<file path="config.mk">
export PLATFORM = sky130hd
export DESIGN_NAME = delay_sched
export DESIGN_NICKNAME = d
export VERILOG_FILES = /design/src/rtl/delay_sched_pkg.sv /design/src/rtl/delay_sched_rr_pick.sv /design/src/rtl/delay_sched.sv
export SDC_FILE = /design/constraint.sdc
export NUM_CORES = 1
export LEC_CHECK = 0
export BUFFER_PORTS_ARGS = -buffer_cell sky130_fd_sc_hd__buf_2
export CAP_MARGIN = 20
export CORE_MARGIN = 2
export CORE_UTILIZATION = 43
export DETAILED_ROUTE_END_ITERATION = 6
export GPL_TIMING_DRIVEN = 1
export HOLD_SLACK_MARGIN = 0.1
export PLACE_DENSITY = 0.67
export SETUP_SLACK_MARGIN = 0.2
export SLEW_MARGIN = 0
export SYNTH_ARGS = -nofsm -noshare
export SYNTH_HDL_FRONTEND = slang
export SYNTH_SLANG_ARGS = --single-unit
</file>
<file path="constraint.sdc">
create_clock -name clk -period 5.3 [get_ports clk]
set_input_delay 1.06 -clock clk [delete_from_list [all_inputs] [get_ports clk]]
set_output_delay 1.06 -clock clk [all_outputs]
set_load 0.005 [all_outputs]
</file>
<file path="src/rtl/delay_sched_pkg.sv">
// Shared types and helpers for the delay_sched round-robin delay-counter scheduler.
package delay_sched_pkg;

  typedef enum logic [1:0] {
    IDLE  = 2'd0,
    COUNT = 2'd1,
    DONE  = 2'd2
  } state_t;

  localparam int DEF_N     = 15000;
  localparam int DEF_CBITS = 14;

  // Index of the set bit in a one-hot vector of up to 8 requesters.
  function automatic logic [2:0] onehot_to_idx(input logic [7:0] oh);
    logic [2:0] idx;
    idx = '0;
    for (int i = 0; i < 8; i++) begin
      if (oh[i]) idx = idx | 3'(i);
    end
    return idx;
  endfunction

endpackage

</file>
<file path="src/rtl/delay_sched_rr_pick.sv">
// Combinational round-robin selector: first set request at or after ptr, wrapping.
module rr_pick
  import delay_sched_pkg::*;
#(
  parameter int NREQ = 4,
  parameter int PW   = $clog2(NREQ)
) (
  input  logic [NREQ-1:0] req,
  input  logic [PW-1:0]   ptr,
  output logic            any,
  output logic [PW-1:0]   idx,
  output logic [NREQ-1:0] sel
);

  localparam int JW = PW + 1;

  logic [JW-1:0] j;

  // Walk candidates from farthest to nearest so the nearest hit wins.
  always_comb begin
    sel = '0;
    j   = '0;
    for (int k = NREQ - 1; k >= 0; k--) begin
      j = {1'b0, ptr} + JW'(k);
      if (j >= JW'(NREQ)) j = j - JW'(NREQ);
      if (req[j[PW-1:0]]) begin
        sel = '0;
        sel[j[PW-1:0]] = 1'b1;
      end
    end
  end

  assign any = |req;
  assign idx = PW'(onehot_to_idx(8'(sel)));

endmodule

</file>
<file path="src/rtl/delay_sched.sv">
// Shares one programmable delay counter among NREQ requesters with round-robin
// grant; pulses the owner's done line when its (clamped) delay expires.
module delay_sched
  import delay_sched_pkg::*;
#(
  parameter  int NREQ  = 4,
  parameter  int CBITS = DEF_CBITS,
  parameter  int N     = DEF_N,
  localparam int PW    = $clog2(NREQ)
) (
  input  logic                  clk,
  input  logic                  rst,
  input  logic [NREQ-1:0]       req,
  input  logic [NREQ*CBITS-1:0] dly,
  output logic [NREQ-1:0]       gnt,
  output logic [NREQ-1:0]       done,
  output logic                  busy,
  output logic                  err,
  output state_t                dbg_state,
  output logic [PW-1:0]         dbg_ptr
);

  localparam logic [CBITS-1:0] NMAX = CBITS'(N);

  state_t            state_q, state_d;
  logic [PW-1:0]     owner_q, owner_d;
  logic [PW-1:0]     ptr_q, ptr_d;
  logic [CBITS-1:0]  cnt_q, cnt_d;
  logic [CBITS-1:0]  tgt_q, tgt_d;
  logic [NREQ-1:0]   gnt_q, gnt_d;
  logic [NREQ-1:0]   done_q, done_d;
  logic              busy_q, busy_d;
  logic              err_q, err_d;

  logic              pick_any;
  logic [PW-1:0]     pick_idx;
  logic [NREQ-1:0]   pick_sel;
  logic [CBITS-1:0]  pick_dly;
  logic              pick_over;
  logic [PW-1:0]     next_ptr;

  rr_pick #(.NREQ(NREQ), .PW(PW)) u_pick (
    .req (req),
    .ptr (ptr_q),
    .any (pick_any),
    .idx (pick_idx),
    .sel (pick_sel)
  );

  always_comb begin
    pick_dly = '0;
    for (int i = 0; i < NREQ; i++) begin
      if (pick_sel[i]) pick_dly = dly[i*CBITS +: CBITS];
    end
  end

  assign pick_over = (pick_dly > NMAX);
  assign next_ptr  = (owner_q == PW'(NREQ - 1)) ? '0 : owner_q + PW'(1);

  always_comb begin
    state_d = state_q;
    owner_d = owner_q;
    ptr_d   = ptr_q;
    cnt_d   = cnt_q;
    tgt_d   = tgt_q;
    gnt_d   = gnt_q;
    done_d  = '0;
    err_d   = 1'b0;
    unique case (state_q)
      IDLE: begin
        if (pick_any) begin
          owner_d = pick_idx;
          cnt_d   = '0;
          tgt_d   = pick_over ? NMAX : pick_dly;
          gnt_d   = pick_sel;
          err_d   = pick_over;
          state_d = COUNT;
        end
      end
      COUNT: begin
        // A dropped request aborts even if the count expires this same cycle.
        if (!req[owner_q]) begin
          gnt_d   = '0;
          ptr_d   = next_ptr;
          state_d = IDLE;
        end else if (cnt_q == tgt_q) begin
          gnt_d   = '0;
          done_d  = gnt_q;
          state_d = DONE;
        end else begin
          cnt_d = cnt_q + CBITS'(1);
        end
      end
      DONE: begin
        ptr_d   = next_ptr;
        state_d = IDLE;
      end
      default: state_d = IDLE;
    endcase
    busy_d = (state_d != IDLE);
  end

  always_ff @(posedge clk or posedge rst) begin
    if (rst) begin
      state_q <= IDLE;
      owner_q <= '0;
      ptr_q   <= '0;
      cnt_q   <= '0;
      tgt_q   <= '0;
      gnt_q   <= '0;
      done_q  <= '0;
      busy_q  <= 1'b0;
      err_q   <= 1'b0;
    end else begin
      state_q <= state_d;
      owner_q <= owner_d;
      ptr_q   <= ptr_d;
      cnt_q   <= cnt_d;
      tgt_q   <= tgt_d;
      gnt_q   <= gnt_d;
      done_q  <= done_d;
      busy_q  <= busy_d;
      err_q   <= err_d;
    end
  end

  assign gnt       = gnt_q;
  assign done      = done_q;
  assign busy      = busy_q;
  assign err       = err_q;
  assign dbg_state = state_q;
  assign dbg_ptr   = ptr_q;

endmodule

</file>
Yosys cells after proc, flatten, opt, wreduce, memory -nomap -nowiden
Cells that the tools add are included.
W data, S select, Z words.
{"block": "op_classes", "reduce_logical": 13, "mux": 54, "add_sub_neg": 9, "n_eq_ne": 9, "n_lt_le_gt_ge": 14}
{"cell": "$mux W14", "count": 8}
{"cell": "$mux W4", "count": 10}
{"cell": "$pmux W14 S2", "count": 1}
{"cell": "$mux W2", "count": 11}
{"cell": "$lt A2 B3 Y1 const B", "count": 5}
{"cell": "$add A14 B1 Y14 const B", "count": 1}
{"cell": "$eq A14 B14 Y1", "count": 1}
{"cell": "$gt A14 B14 Y1 const B", "count": 1}
{"cell": "$mux W1", "count": 12}
{"cell": "$bmux W1 S2", "count": 5}
{"cell": "$ge A3 B3 Y1 const B", "count": 3}
{"cell": "$demux W1 S2", "count": 4}
{"cell": "$ge A2 B1 Y1 const B", "count": 4}
{"cell": "$ne A2 B2 Y1 const B", "count": 4}
{"cell": "$pmux W2 S2", "count": 2}
{"cell": "$pmux W4 S2", "count": 1}
{"cell": "$sub A2 B1 Y2 const B", "count": 4}
{"cell": "$add A2 B2 Y3 const B", "count": 2}
{"cell": "$reduce_bool A2 Y1", "count": 3}
{"cell": "$eq A2 B2 Y1 const B", "count": 2}
{"cell": "$logic_and A1 B1 Y1", "count": 4}
{"cell": "$reduce_and A2 Y1", "count": 2}
{"cell": "$reduce_and A4 Y1", "count": 1}
{"cell": "$reduce_or A4 Y1", "count": 1}
{"cell": "other kinds (7)", "count": 7}
{"block": "totals", "out_inout_bits": 14, "in_bits": 62, "register_bits": 44, "wordCells": 108}

Depth between registers and ports, before layout
Gate-level depths: netlist (run 1).
{"block": "logic_depth", "ltp_word": 18, "depth_mapped": 15}

Cells and area by module
From an unflattened synthesis (run 1), not the netlist that was laid out.
{"block": "hier_totals", "hier_cells": 325, "area_unflattened_um2": 3004.1}
{"mod": "delay_sched", "n_inst": 1, "area_per_inst_um2": 2653.8, "cells_per_inst": 289, "seq_area_each_um2": 1101.1}
{"mod": "rr_pick", "n_inst": 1, "area_per_inst_um2": 350.3, "cells_per_inst": 36, "seq_area_each_um2": 0.0}

Worst setup path before layout (run 1)
Ideal clock, no wire load.
{"block": "synth_path", "path_type": "reg-to-reg", "startpoint": "register ptr_q[0], in the netlist dbg_ptr[0]", "endpoint": "register tgt_q[4]", "t_arrival_ns": 3.641, "stages_incl_launch_ff": 16, "n_path_buf": 3, "required_time_ns": 5.222, "setup_ns": 0.078, "setup_slack_ns": 1.581, "cell_sequence": "dfrtp_1 -> buf_4 -> inv_1 -> ha_1 -> mux2i_1 -> o22ai_1 -> a2111oi_4 -> a2bb2oi_2 -> buf_6 -> nand3_1 -> a31oi_1 -> nand2_1 -> a311o_1 -> a221oi_2 -> buf_4 -> o21bai_1"}
{"block": "synth_between", "elab_chain_cells": 17, "word_cells_on_any_way": 53, "cone_classes": "add/sub (7); order compare (13); mux (29); reduce/logical (4)"}
{"item": "start: declaration", "line_no": "delay_sched.sv:27", "rtl": "logic [PW-1:0] ptr_q, ptr_d;"}
{"item": "start signal: assignment", "line_no": "delay_sched.sv:117", "rtl": "ptr_q <= ptr_d;"}
{"item": "$add A2 B2 Y3", "line_no": "delay_sched_rr_pick.sv:24", "rtl": "j = {1'b0, ptr} + JW'(k);"}
{"item": "$ge A3 B3 Y1 / $sub A2 B1 Y2 (equally long branches)", "line_no": "delay_sched_rr_pick.sv:25", "rtl": "if (j >= JW'(NREQ)) j = j - JW'(NREQ);"}
{"item": "$mux W2", "line_no": "delay_sched_rr_pick.sv:25"}
{"item": "$lt A2 B3 Y1 (not written as such) / $ge A2 B1 Y1 (equally long branches)", "line_no": "delay_sched_rr_pick.sv:28", "rtl": "sel[j[PW-1:0]] = 1'b1;"}
{"item": "$logic_and A1 B1 Y1 (not written as such)", "line_no": "delay_sched_rr_pick.sv:28"}
{"item": "$mux W1 (not written as such)", "line_no": "delay_sched_rr_pick.sv:28"}
{"item": "$demux W1 S2"}
{"item": "$mux W4 (3 in a row)", "line_no": "delay_sched_rr_pick.sv:26", "rtl": "if (req[j[PW-1:0]]) begin"}
{"item": "$mux W4 *", "line_no": "delay_sched_rr_pick.sv:26"}
{"item": "$mux W14 (3 in a row)", "line_no": "delay_sched.sv:53", "rtl": "if (pick_sel[i]) pick_dly = dly[i*CBITS +: CBITS];"}
{"item": "$mux W14 *", "line_no": "delay_sched.sv:53"}
{"item": "$gt A14 B14 Y1", "line_no": "delay_sched.sv:57", "rtl": "assign pick_over = (pick_dly > NMAX);"}
{"item": "$mux W14 *", "line_no": "delay_sched.sv:74", "rtl": "tgt_d = pick_over ? NMAX : pick_dly;"}
{"item": "end signal: assignment", "line_no": "delay_sched.sv:119", "rtl": "tgt_q <= tgt_d;"}
{"item": "end: declaration", "line_no": "delay_sched.sv:29", "rtl": "logic [CBITS-1:0] tgt_q, tgt_d;"}
Every way passes the cells marked *; elsewhere a longest branch is shown, timed or not. The select of a mux whose other input is x is not followed.
A chain may end at the register's enable or synchronous reset.

Worst setup path in the final report (run 1)
{"block": "layout_path", "startpoint": "register ptr_q[1], in the netlist dbg_ptr[1]", "endpoint": "register tgt_q[4]"}
The elaborated chain is that of the path after synthesis.

==> run_results.csv, run 1 <==
group,metric,value,unit
run_status,status,"finished, final reports clean",
route,drtIter0Drc,117,
clocking,numCtsBuffers,5,
global_route,grt_pass1_wl,13.2,mm
place,gp_congestion,0.907,
clocking,clk_pin_slew,80,ps
floorplanning,rows,30,
synth,synth_adder_area_share,0.0365,
timing,clock_skew,9.87,ps
power,vdd_ir_drop_max,0.404,mV
clocking,cts_root_buf,"clkbuf_8",
layout,multiInputGateArea,1870,sq um
synth,synth-seq-cells,44,
synth,yosysSeqAreaShare,0.357,
layout,post-route-util,0.531,
layout,final_cells,516,
floorplanning,die_y,88.7,um
clocking,cts_buffer_depth,2,
layout,antennaDiodeCount,0,
clocking,cts.htree.levels,2,
worst_setup_path,worst_setup_path_start_kind,"flop",
timing,relSlewSlack,0.353,
global_route,grt_pass1_vias,2763,
layout,seqCellArea,1100,sq um
synth,synth.distinct_cells,61,
timing,rsz0062_at_grt,"no",
layout,layout_common_cells,"buf_2 (75), dfrtp_1 (44), nor2_1 (43)",
worst_setup_path,path_class,"reg2reg",
floorplanning,dieArea,7870,sq um
route,first_pass_iters,4,
global_route,grt_use_total,0.213,
route,via_per_inst,5.55,
worst_setup_path,crit_required,5520,ps
timing,fin_tns_setup,0,ps
timing,final_max_slew_viol_count,0,
synth,synth_compound_area_frac,0.236,
timing,setup_viol,0,
route,routed_wl,7.88,mm
global_route,antenna_found_initial,0,
timing,fin_crit,4680,ps
layout,area_delta_synth_final,18.2,%
route,postRouteAntennaNets,0,
synth,synthCells,346,
synth,synth-edff-count,0,
route,drc,0,
synth,yosys_warnings,0,
place,dp_hpwl,6.14,mm
worst_setup_path,regToRegSetupSlack,620,ps
layout,final_common_cell,"buf_2",
route,dr_total_vias,2866,
synth,synthFlopType,"dfrtp_1",
layout,final_layout_size_suffix_gt1_frac,0.252,
worst_setup_path,cp-end-kind,"flop",
clocking,clk_latency,290,ps
layout,n_fill_cell,653,
synth,synth_simple_gate_area_frac,0.204,
layout,fin_nets,490,
floorplanning,ioPinCount,76,
route,avgRoutedWirePerCell,15.3,um
synth,synth_mux_area_frac,0.0511,
floorplanning,coreArea,6870,sq um
worst_setup_path,critical_path_arrival,4900,ps
hold_path,hp-class,"reg2reg",
clocking,cts_sinks,44,
worst_setup_path,cp_max_fo,12,
synth,syn-num-nets,417,
timing,period_share,0.882,
layout,final_area,3650,sq um
synth,syn_area,3090,sq um
floorplanning,die_x,88.7,um
power,p_leak,0.00161,uW
floorplanning,start_util,0.449,
global_route,grt_max_degree,45,
power,power_density,603,nW/um^2
synth,ys_async_sr_fraction,1.00,
timing,clock.fmax,214,MHz
synth,synthXorXnorAreaFrac,0.0738,
synth,synth_top_family_by_area,"compound AO/OA/AOI/OAI gates",
timing,final-hold-violation-count,0,
place,place_inst,508,
place,postPlaceCellArea,3540,sq um
clocking,cts_tree,"yes",
synth,syn_avg_cell_area,8.92,sq um
flow_run,drv_cap,0,
place,io_buffers,75,
timing,tightest_slew,964,ps
global_route,gr-total-overflow,0,
==> where the power goes <==
part,internal [uW],switching (uW),leakage (uW)
Combinational,584,846,0.000999
Sequential,440,112,0.000564
Clock,106,110,0.0000445
Total,1130,1070,0.00161
==> per-layer routing <==
layer / wire, um / vias to the layer above / GRT usage
li1: - / 1422 / -
met1: 3560 / 1343 / 0.293
met2: 3780 / 85 / 0.339
met3: 346 / 16 / 0.0308
met4: 196 / 0 / 0.0813
met5: 0 / - / 0
==> worst max-delay path, stage by stage (launching register included) <==
cell       delay, ps
dfrtp_1          650
inv_1            280
ha_1             430
mux2i_1          340
o22ai_1          200
a2111oi_4        510
a2bb2oi_2        490
a311oi_1         190
o31ai_1          380
a211oi_1          90
a311o_1          360
a221oi_4         510
o21bai_1         180
==> Yosys cell counts, types with 2 or more instances <==
| cell type | count | area, sq um |
|---|---|---|
| a21oi_1 | 8 | 40.0 |
| a32oi_1 | 2 | 17.5 |
| nand4_1 | 3 | 18.8 |
| and4_1 | 3 | 26.3 |
| nand2_1 | 28 | 105 |
| dfrtp_1 | 44 | 1100 |
| o31ai_1 | 3 | 22.5 |
| a22oi_1 | 3 | 22.5 |
| mux4_2 | 3 | 67.6 |
| mux2i_1 | 3 | 30.0 |
| nor3_1 | 8 | 40.0 |
| a31oi_1 | 8 | 50.1 |
| o22ai_1 | 7 | 43.8 |
| xor2_1 | 13 | 114 |
| buf_6 | 2 | 22.5 |
| buf_2 | 3 | 15.0 |
| clkbuf_1 | 7 | 26.3 |
| a221oi_2 | 2 | 30.0 |
| o21ai_0 | 30 | 150 |
| inv_1 | 10 | 37.5 |
| nand3_1 | 13 | 65.1 |
| xnor2_1 | 13 | 114 |
| nor4_1 | 4 | 25.0 |
| a221oi_1 | 4 | 35.0 |
| buf_4 | 3 | 22.5 |
| nor2_1 | 43 | 161 |
| o311ai_0 | 2 | 17.5 |
| nand2b_1 | 5 | 31.3 |
| ha_1 | 9 | 113 |
| and3_1 | 7 | 43.8 |
| a2111oi_0 | 2 | 17.5 |
| and2_1 | 9 | 56.3 |
| mux2_2 | 2 | 22.5 |
| a211oi_1 | 13 | 97.6 |
==> cell families (layout without fill, tap and decap cells) <==
group           count (synthesis)  after routing
xor+xnor                       26             26
compound gates                102            102
mux                            10             10
flops                          44             44
simple gates                  129            129
fa+ha+maj                       9              9
buf+inv                        26            100
==> stage by stage <==
| step | setup slack, ps | power, uW | hold slack (ps) |
|---|---|---|---|
| floorplan | 1580 | 1650 | 469 |
| global placement | 774 | 1940 | 488 |
| detailed placement | 575 | 1970 | 489 |
| CTS | 538 | 2190 | 508 |
| global route | 228 | 2410 | 550 |
| finish | 625 | 2200 | 509 |
==> final timing paths <==
kind                            depth (start not counted)               endpoint                   start
worst max-delay path                                   12   tgt_q[4]$_DFFE_PP0P_  dbg_ptr[1]$_DFFE_PP0P_
worst min-delay path                                    2     gnt[3]$_DFFE_PP0P_      gnt[3]$_DFFE_PP0P_
worst max register to register                         12   tgt_q[4]$_DFFE_PP0P_  dbg_ptr[1]$_DFFE_PP0P_
worst min register to register                          2     gnt[3]$_DFFE_PP0P_      gnt[3]$_DFFE_PP0P_
max in group asynchronous                               3  cnt_q[11]$_DFFE_PP0P_                     rst
min in group asynchronous                               3     gnt[2]$_DFFE_PP0P_                     rst
==> cell type report <==
type	instances	share of cell area
multi-input cells	276	0.512
inverters	10	0.0103
clock buffers	7	0.0237
clock inverters	1	0.00206
flip-flops and latches	44	0.302
well taps	96	0.0329
repair buffers	82	0.117
==> flip-flops by register name, summed over array words and instances (netlist names) <==
name and flops:
busy 1, cnt_q 14, dbg_ptr 2, dbg_state 2
done 4, err 1, gnt 4, owner_q 2
tgt_q 14
==> repair_timing <==
action / in CTS / in global routing
setup endpoints to repair: 0 / 11
hold buffers: 0 / 0
setup buffers: 0 / 0
gates resized for setup: 0 / 1
No activity file was read; power rests on OpenSTA's default activity.
==> run 2, diff against run 1 <==
--- a/config.mk
+++ b/config.mk
@@ -8,11 +8,10 @@
 export BUFFER_PORTS_ARGS = -buffer_cell sky130_fd_sc_hd__buf_2
 export CAP_MARGIN = 20
 export CORE_MARGIN = 2
-export CORE_UTILIZATION = 43
+export CORE_UTILIZATION = 50
 export DETAILED_ROUTE_END_ITERATION = 6
-export GPL_TIMING_DRIVEN = 1
 export HOLD_SLACK_MARGIN = 0.1
-export PLACE_DENSITY = 0.67
+export PLACE_DENSITY = 0.76
 export SETUP_SLACK_MARGIN = 0.2
 export SLEW_MARGIN = 0
 export SYNTH_ARGS = -nofsm -noshare
==> run 2 against run 1 <==
Effect of this change:
- total power rose by 3.7%
- register-to-register slack lost 20 ps
- first-iteration DRC count rose by 58%
- final area increased by 0.10%
- clock skew down 3.9 ps
- final cell count fell by 4.1%
- critical path depth is the same
- worst setup slack lost 21 ps
- worst hold slack worse by 1.1 ps
- sequential cell count did not move
==> run_results.csv, run 2 (synthesized netlist as in run 1, its figures left out) <==
group,metric,value,unit
layout,n_fill_cell,546,
power,switching_power,1100,uW
route,drtIter0Drc,185,
clocking,post_cts_buffers,0,
hold_path,hold_path_depth,2,
power,p_clk_frac,0.111,
timing,period_share,0.886,
place,dp_hpwl,6.13,mm
worst_setup_path,r2r_start,"dbg_ptr[1]$_DFFE_PP0P_",
timing,final_max_slew_viol_count,0,
timing,clock.fmax,213,MHz
clocking,cts_tree,"yes",
flow_run,drv_cap,0,
layout,top_regs,"cnt_q: 14 flops, tgt_q: 14 flops",
route,postRouteAntennaNets,0,
power,vdd_ir_drop_max,0.468,mV
clocking,cts_buffer_depth,2,
worst_setup_path,path_class,"reg2reg",
worst_setup_path,regToRegSetupSlack,600,ps
floorplanning,die_y,82.6,um
power,p_leak,0.00162,uW
timing,fin_tns_setup,0,ps
place,gp_congestion,0.945,
power,p_sw_frac,0.483,
clocking,numCtsBuffers,5,
floorplanning,dieArea,6820,sq um
layout,final_layout_size_suffix_gt1_frac,0.257,
route,avgRoutedWirePerCell,16.0,um
power,combinationalPowerShare,0.645,
timing,final-hold-violation-count,0,
worst_setup_path,reg2reg_depth,12,
timing,rsz0062_at_grt,"no",
place,io_buffers,75,
hold_path,min_delay_worst_endpoint,"gnt[3]$_DFFE_PP0P_",
layout,area_delta_synth_final,18.3,%
hold_path,min_from,"gnt[3]$_DFFE_PP0P_",
floorplanning,ioPinCount,76,
clocking,cts.htree.levels,2,
worst_setup_path,critPathMaxStageDelay,650,ps
route,via_per_inst,5.96,
worst_setup_path,critical_path_arrival,4920,ps
run_status,status,"finished, final reports clean",
worst_setup_path,cp_max_fo,12,
route,routed_wl,7.93,mm
worst_setup_path,worst_setup_path_start_kind,"flop",
route,dr_total_vias,2952,
worst_setup_path,rr_endpoint,"tgt_q[4]$_DFFE_PP0P_",
global_route,grt_use_total,0.248,
floorplanning,rows,28,
timing,fin_crit,4700,ps
clocking,cts_sinks,44,
power,p_int,1180,uW
layout,layout_common_cells,"buf_2 (75), nor2_1 (43), dfrtp_1 (43)",
clocking,cts_root_buf,"clkbuf_8",
floorplanning,start_util,0.518,
worst_setup_path,cp-end-kind,"flop",
place,postPlaceCellArea,3510,sq um
clocking,post_cts_resized,0,
worst_setup_path,crit_required,5520,ps
timing,relSlewSlack,0.445,
timing,clock_skew,6.02,ps
power,power.share.sequential,0.244,
timing,tightest_slew,824,ps
worst_setup_path,cp_slowest_cell,"dfrtp_1",
floorplanning,coreArea,5960,sq um
route,first_pass_iters,5,
global_route,grt_max_degree,45,
worst_setup_path,critical_path.cell_chain,"inv_1 > ha_1 > mux2i_1 > o22ai_1 > a2111oi_4 > a2bb2oi_4 > and2_1 > a22oi_1 > o311ai_0 > o211ai_1 > a221oi_4 > o21bai_1",
layout,antennaDiodeCount,0,
timing,setup_viol,0,
global_route,grt_pass1_vias,2820,
layout,final_common_cell,"buf_2",
floorplanning,die_x,82.6,um
route,drc,0,
layout,fin_nets,490,
global_route,grt_pass1_wl,13.2,mm
layout,final_area,3650,sq um
global_route,gr-total-overflow,0,
clocking,cts_hold_buf,0,
power,power_density,625,nW/um^2
clocking,clk_pin_slew,80,ps
clocking,clk_latency,290,ps
hold_path,hp-class,"reg2reg",
global_route,antenna_found_initial,0,
[run 2: worst max path at each step]
stage / from / to
floorplan: dbg_ptr[0]$_DFFE_PP0P_ / tgt_q[4]$_DFFE_PP0P_
global placement: dbg_ptr[1]$_DFFE_PP0P_ / tgt_q[6]$_DFFE_PP0P_
detailed placement: dbg_ptr[1]$_DFFE_PP0P_ / tgt_q[4]$_DFFE_PP0P_
CTS: dbg_ptr[1]$_DFFE_PP0P_ / tgt_q[4]$_DFFE_PP0P_
global route: dbg_ptr[1]$_DFFE_PP0P_ / tgt_q[4]$_DFFE_PP0P_
finish: dbg_ptr[1]$_DFFE_PP0P_ / tgt_q[4]$_DFFE_PP0P_
[run 2: per-stage QoR]
step / hold WS (ps) / setup WS, ps / instances / util / total power (uW)
after floorplan: 469 / 1580 / 346 / - / 1650
after global routing: 553 / 270 / 495 / 0.613 / 2470
final: 508 / 604 / 495 / 0.613 / 2280
after global placement: 491 / 476 / 486 / 0.589 / 1930
after CTS: 514 / 374 / 494 / 0.608 / 2230
after detailed placement: 497 / 406 / 486 / 0.589 / 1970
[run 2: layer usage]
metal,share of wire,vias up,routed length (um),GRT usage
met3,0.066,16,527,0.0283
met4,0.023,0,179,0.0902
met2,0.47,142,3720,0.408
met5,0,-,0,0
li1,-,1423,-,-
met1,0.44,1371,3500,0.338
[run 2: power by group through the flow]
stage	combinational, uW	sequential, uW	clock, uW
floorplan	1130	521	0
global placement	1370	559	0
detailed placement	1410	562	0
CTS	1410	555	258
global route	1620	571	271
finish	1470	557	254
[run 2: critical path, delay by kind of cell (launching register included)]
kind | cells | cell delay [ps]
buffers and inverters | 1 | 300
AOI/OAI and AO/OA | 8 | 2560
DFF | 1 | 650
muxes | 1 | 360
and+or+nand+nor | 1 | 280
adders and majority gates | 1 | 450
[run 2: cell type report]
type,count,area [sq um],area share
Multi-Input combinational cell,276,1880,0.514
Sequential cell,44,1100,0.302
Timing Repair Buffer,82,428,0.117
Tap cell,75,93.8,0.0257
Clock buffer,5,68.8,0.0188
Clock inverter,3,42.5,0.0117
Inverter,10,37.5,0.0103
